==> config.mk <==
export PLATFORM = sky130hd
export DESIGN_NAME = divider_32bit
export DESIGN_NICKNAME = d
export VERILOG_FILES = /design/src/rtl/divider_pkg.sv /design/src/rtl/divider_32bit_divu_step.sv /design/src/rtl/divider_32bit.sv
export SDC_FILE = /design/constraint.sdc
export NUM_CORES = 1
export LEC_CHECK = 0
export CAP_MARGIN = 5
export CORE_ASPECT_RATIO = 1.25
export CORE_MARGIN = 2
export CORE_UTILIZATION = 45
export CTS_BUF_LIST = sky130_fd_sc_hd__clkbuf_8
export CTS_CLUSTER_DIAMETER = 60
export DETAILED_ROUTE_END_ITERATION = 12
export GPL_TIMING_DRIVEN = 0
export PLACE_DENSITY_LB_ADDON = 0.3
export SKIP_LAST_GASP = 1
export SYNTH_ARGS = -nofsm -noshare
export SYNTH_HDL_FRONTEND = slang
export SYNTH_SLANG_ARGS = --single-unit
==> constraint.sdc <==
create_clock -name clk -period 3.6 [get_ports clk]
set_input_delay 0.72 -clock clk [delete_from_list [all_inputs] [get_ports clk]]
set_output_delay 0.72 -clock clk [all_outputs]
set_load 0.05 [all_outputs]
==> src/rtl/divider_pkg.sv <==
// Shared types and constants for the sequential signed divider.
package divider_pkg;

  localparam int WIDTH = 32;

  localparam logic [WIDTH-1:0] DIVZ_QUOT = 32'hFFFF_FFFF;

  typedef enum logic [1:0] {
    IDLE = 2'd0,
    DIV  = 2'd1,
    FIX  = 2'd2
  } state_e;

  // Magnitude of a two's complement value; -2^31 maps to 32'h8000_0000.
  function automatic logic [WIDTH-1:0] mag(input logic [WIDTH-1:0] x);
    return x[WIDTH-1] ? (~x + 1'b1) : x;
  endfunction

endpackage

==> src/rtl/divider_32bit_divu_step.sv <==
// One restoring shift/subtract step of an unsigned division.
module divu_step
  import divider_pkg::*;
(
  input  logic [WIDTH:0]   rem_i,
  input  logic [WIDTH-1:0] quo_i,
  input  logic [WIDTH-1:0] div_i,
  output logic [WIDTH:0]   rem_o,
  output logic [WIDTH-1:0] quo_o,
  output logic             qbit_o
);

  logic [WIDTH+1:0] sh;
  logic [WIDTH+1:0] diff;

  // quo_i holds the remaining dividend bits; its MSB enters the remainder.
  always_comb begin
    sh     = {rem_i, quo_i[WIDTH-1]};
    diff   = sh - {2'b00, div_i};
    qbit_o = ~diff[WIDTH+1];
    rem_o  = qbit_o ? diff[WIDTH:0] : sh[WIDTH:0];
    quo_o  = {quo_i[WIDTH-2:0], qbit_o};
  end

endmodule

==> src/rtl/divider_32bit.sv <==
// Multi-cycle 32-bit signed divider: 32 restoring steps plus a sign-fix cycle.
module divider_32bit
  import divider_pkg::*;
(
  input  logic               clk,
  input  logic               rst,
  input  logic               start,
  input  logic [WIDTH-1:0]   Q,
  input  logic [WIDTH-1:0]   M,
  output logic [2*WIDTH-1:0] result,
  output logic               diverror,
  output logic               busy,
  output logic               done
);

  state_e             state_q, state_d;
  logic [5:0]         cnt_q, cnt_d;
  logic [WIDTH:0]     rem_q, rem_d;
  logic [WIDTH-1:0]   quo_q, quo_d;
  logic [WIDTH-1:0]   dvs_q, dvs_d;
  logic [WIDTH-1:0]   dvd_q, dvd_d;
  logic               qneg_q, qneg_d;
  logic               rneg_q, rneg_d;
  logic               dz_q, dz_d;
  logic [2*WIDTH-1:0] res_q, res_d;
  logic               err_q, err_d;
  logic               done_q, done_d;

  logic [WIDTH:0]     step_rem;
  logic [WIDTH-1:0]   step_quo;
  logic               qbit_unused;
  logic [WIDTH-1:0]   q_fix;
  logic [WIDTH-1:0]   r_fix;

  divu_step u_step (
    .rem_i  (rem_q),
    .quo_i  (quo_q),
    .div_i  (dvs_q),
    .rem_o  (step_rem),
    .quo_o  (step_quo),
    .qbit_o (qbit_unused)
  );

  always_comb begin
    q_fix = qneg_q ? (~quo_q + 1'b1) : quo_q;
    r_fix = rneg_q ? (~rem_q[WIDTH-1:0] + 1'b1) : rem_q[WIDTH-1:0];
  end

  always_comb begin
    state_d = state_q;
    cnt_d   = cnt_q;
    rem_d   = rem_q;
    quo_d   = quo_q;
    dvs_d   = dvs_q;
    dvd_d   = dvd_q;
    qneg_d  = qneg_q;
    rneg_d  = rneg_q;
    dz_d    = dz_q;
    res_d   = res_q;
    err_d   = err_q;
    done_d  = 1'b0;
    unique case (state_q)
      IDLE: begin
        if (start) begin
          state_d = DIV;
          cnt_d   = '0;
          rem_d   = '0;
          quo_d   = mag(Q);
          dvs_d   = mag(M);
          dvd_d   = Q;
          qneg_d  = Q[WIDTH-1] ^ M[WIDTH-1];
          rneg_d  = Q[WIDTH-1];
          dz_d    = (M == '0);
        end
      end
      DIV: begin
        rem_d = step_rem;
        quo_d = step_quo;
        cnt_d = cnt_q + 6'd1;
        if (cnt_q == 6'(WIDTH-1)) begin
          state_d = FIX;
        end
      end
      FIX: begin
        // Divide-by-zero bypasses the datapath result entirely.
        res_d   = dz_q ? {dvd_q, DIVZ_QUOT} : {r_fix, q_fix};
        err_d   = dz_q;
        done_d  = 1'b1;
        cnt_d   = '0;
        state_d = IDLE;
      end
      default: state_d = IDLE;
    endcase
  end

  always_ff @(posedge clk) begin
    if (rst) begin
      state_q <= IDLE;
      cnt_q   <= '0;
      rem_q   <= '0;
      quo_q   <= '0;
      dvs_q   <= '0;
      dvd_q   <= '0;
      qneg_q  <= 1'b0;
      rneg_q  <= 1'b0;
      dz_q    <= 1'b0;
      res_q   <= '0;
      err_q   <= 1'b0;
      done_q  <= 1'b0;
    end else begin
      state_q <= state_d;
      cnt_q   <= cnt_d;
      rem_q   <= rem_d;
      quo_q   <= quo_d;
      dvs_q   <= dvs_d;
      dvd_q   <= dvd_d;
      qneg_q  <= qneg_d;
      rneg_q  <= rneg_d;
      dz_q    <= dz_d;
      res_q   <= res_d;
      err_q   <= err_d;
      done_q  <= done_d;
    end
  end

  assign result   = res_q;
  assign diverror = err_q;
  assign done     = done_q;
  assign busy     = (state_q != IDLE);

endmodule

==> results.md <==
* Post-DRT Antenna Nets at 0
* DR WL/cell at 17.93 um
* CTS tree: built
* Nets at 1831
* Number of synthesized flops with an enable pin at 0
* Critical Path RT at 4.05 ns
* Vias per cell at 5.666
* Fin crit period at 3.511 ns
* Vias in the first global route at 11245
* H-Tree Depth at 2
* Initial core utilization at 45.84%
* Global-route wire length before repair at 58530 um
* Clk_lat worst skew at 0.54 ns
* Die Area at 27910 um2
* Worst Max-Slew Pin Slew at 0.8250 ns
* Sequential fraction of the synthesis area at 34.31%
* Hold Vio Cnt, Final at 0
* # rows at 66
* Leak Pwr at 5.485 nW
* Hold_buf cts at 0
* Final std cells w/o fill at 2091
* Post-layout util at 55.85%
* Die Span X at 149.8 um
* DRC errors left at 0
* Asr flop ratio synth at 0%
* WS Path Type: input port to flop
* Post-Syn Area per Cell at 7.678 um2
* Largest net degree at the start of global routing at 11
* Critical Path Fanout Max at 4
* Flops & latches, synth at 205
* CORE AREA at 26100 um2
* CTS Root Cell: clkbuf_8
* Final WL at 37500 um
* # setup viols final at 0
* Layout Skew at 0.03756 ns
* Ports at 134
* Tot Pwr at 11.21 mW
* Max-slew headroom at 44.80%
* Final period util at 97.53%
* Port-buffer cells at 132
* DR pass1 iterations at 5
* Initial antenna violation count at 0
* Fmax at 0.2848 GHz
* Outcome: finished, final reports clean
* Min-Delay Path Class: flop to flop
* Final setup TNS at 0 ns
* Mapped Cells at 1558
* Chip Height at 186.3 um
* DR vias at 11847
* Cell count after placement at 2030
* Setup Buffers After CTS at 0
* Worst setup EP type: flop
* Post-synth top flop: dfxtp_1
* Max-Cap Viols at 0
* Yosys warns at 0
* Netlist cell types at 60
* Syn Nets at 1663
* Maximum VDD drop at 0.4165 mV
* Clock Sink Count at 205
* Clk slew on worst S/H paths at 0.06 ns
* Critical Path AT at 3.96 ns
* Unrepaired setup endpoints after global routing: yes
* Congestion Overflow GR at 0
* CP Launch Type: input port
* Hold Slack at 0.4557 ns
* Share of cells above drive strength 1 at 4.854%
* Initial DRC count at 695
* Overall global routing resource usage at 26.41%
* Routability cong. at 0.9622
* Synthesized area at 11960 um2
* Pwr Density at 769.3 nW/um2
* ANT cells at 0
* Area growth syn-to-layout at 21.84%
* CTS Buf Count at 35
* DP HPWL at 29330 um
* Slew Limit Fails at 0
* Clock tree buffer depth at 3
==> cell type report <==
| class | count | area (um2) |
|---|---|---|
| Fill cell | 2567 | 11520 |
| Multi-Input combinational cell | 1204 | 7342 |
| Sequential cell | 205 | 4104 |
| Timing Repair Buffer | 132 | 1324 |
| Clock buffer | 43 | 591.8 |
| Tap cell | 340 | 425.4 |
| Buffer | 97 | 376.6 |
| Clock inverter | 19 | 220.2 |
| Inverter | 51 | 191.4 |
==> critical path, stage by stage <==
cell and delay, ns:
clkdlybuf4s50_1 0.45, or3_1 0.40, or3_1 0.38, or4_1 0.50
or4_1 0.48, or2_2 0.35, nor3b_1 0.50, a21oi_1 0.08
nor2_1 0.10
==> cell usage in the layout, fill, tap and decap left out, types with 37 or more instances in the layout <==
| master | n |
|---|---|
| nand2_1 | 250 |
| dfxtp_1 | 205 |
| nor2_1 | 145 |
| a21oi_1 | 135 |
| clkdlybuf4s50_1 | 131 |
| o21ai_0 | 115 |
| clkbuf_1 | 82 |
| xor2_1 | 79 |
| xnor2_1 | 68 |
| inv_1 | 57 |
| a211oi_1 | 49 |
| clkbuf_8 | 43 |
| o31ai_1 | 40 |
| ha_1 | 37 |
==> metal layers <==
layer  wire [um]  GRT usage (%)
met3        2078          3.537
met4        2174          15.06
met5           0              0
met1       15400          31.73
met2       17850          45.32
==> cells in the mapped netlist (all sizes together) (4+ instances only) <==
| master | number | area, um2 |
|---|---|---|
| a211oi | 49 | 367.9 |
| a21o | 12 | 90.09 |
| a21oi | 136 | 680.7 |
| a22oi | 5 | 37.54 |
| a311oi | 4 | 35.03 |
| a31oi | 5 | 31.28 |
| and3 | 4 | 25.02 |
| buf | 11 | 41.29 |
| clkbuf | 87 | 326.6 |
| dfxtp | 205 | 4104 |
| ha | 37 | 462.9 |
| inv | 51 | 191.4 |
| mux2i | 32 | 320.3 |
| nand2 | 250 | 938.4 |
| nand2b | 16 | 100.1 |
| nand3 | 14 | 70.07 |
| nand3b | 4 | 30.03 |
| nor2 | 145 | 544.3 |
| nor2b | 7 | 43.79 |
| nor3 | 12 | 60.06 |
| nor3b | 4 | 30.03 |
| nor4 | 9 | 56.30 |
| o211ai | 27 | 202.7 |
| o21a | 9 | 67.56 |
| o21ai | 118 | 590.6 |
| o21bai | 5 | 37.54 |
| o22ai | 20 | 125.1 |
| o31ai | 41 | 321.6 |
| o41ai | 19 | 166.4 |
| or2 | 4 | 25.02 |
| or3 | 21 | 142.6 |
| or4 | 19 | 151.4 |
| xnor2 | 68 | 595.6 |
| xor2 | 79 | 691.9 |
==> metrics by stage <==
step / worst slack [ns] / cell area [um2]
after floorplan: 0.3217 / 11960
after global placement: -0.4448 / 13710
after detailed placement: -0.4313 / 13710
after CTS: 0.09399 / 14530
after global routing: -0.01712 / 14580
final: 0.08899 / 14580
==> logic make-up after synthesis <==
kind of cell / synth area share (%)
xor gates and xnor gates: 10.76
muxes: 2.772
adders and majority gates: 4.037
buffers and inverters: 4.675
DFF: 34.31
and+or+nand+nor: 19.03
AOI/OAI and AO/OA: 24.42
==> repair_timing <==
item / 4_1_cts / 5_1_grt
gates cloned: 0 / 0
setup endpoints to repair: 29 / 37
resized for setup: 6 / 15
==> flip-flops by register name, indices dropped and copies added, names as in the netlist <==
name	cells
rem_q	33
done	1
qneg_q	1
diverror	1
dvs_q	32
dz_q	1
state_q	2
quo_q	32
dvd_q	32
result	64
cnt_q	6
==> final timing paths <==
check                           depth (start not counted)          to  slack (ns)  startpoint
worst max-delay path                                    9        dz_q        0.09       M[10]
worst min-delay path                                    2  result[45]        0.46  result[45]
worst max register to register                          9  result[30]        0.18    quo_q[6]
worst min register to register                          2  result[45]        0.46  result[45]
==> power breakdown <==
part	internal (mW)	leakage [nW]	total, mW	switching, mW
Clock	1.45	0.438	2.46	1.01
Combinational	2.45	3.38	5.87	3.42
Sequential	2.51	1.67	2.88	0.376
Power figures use the tool's default switching activity.
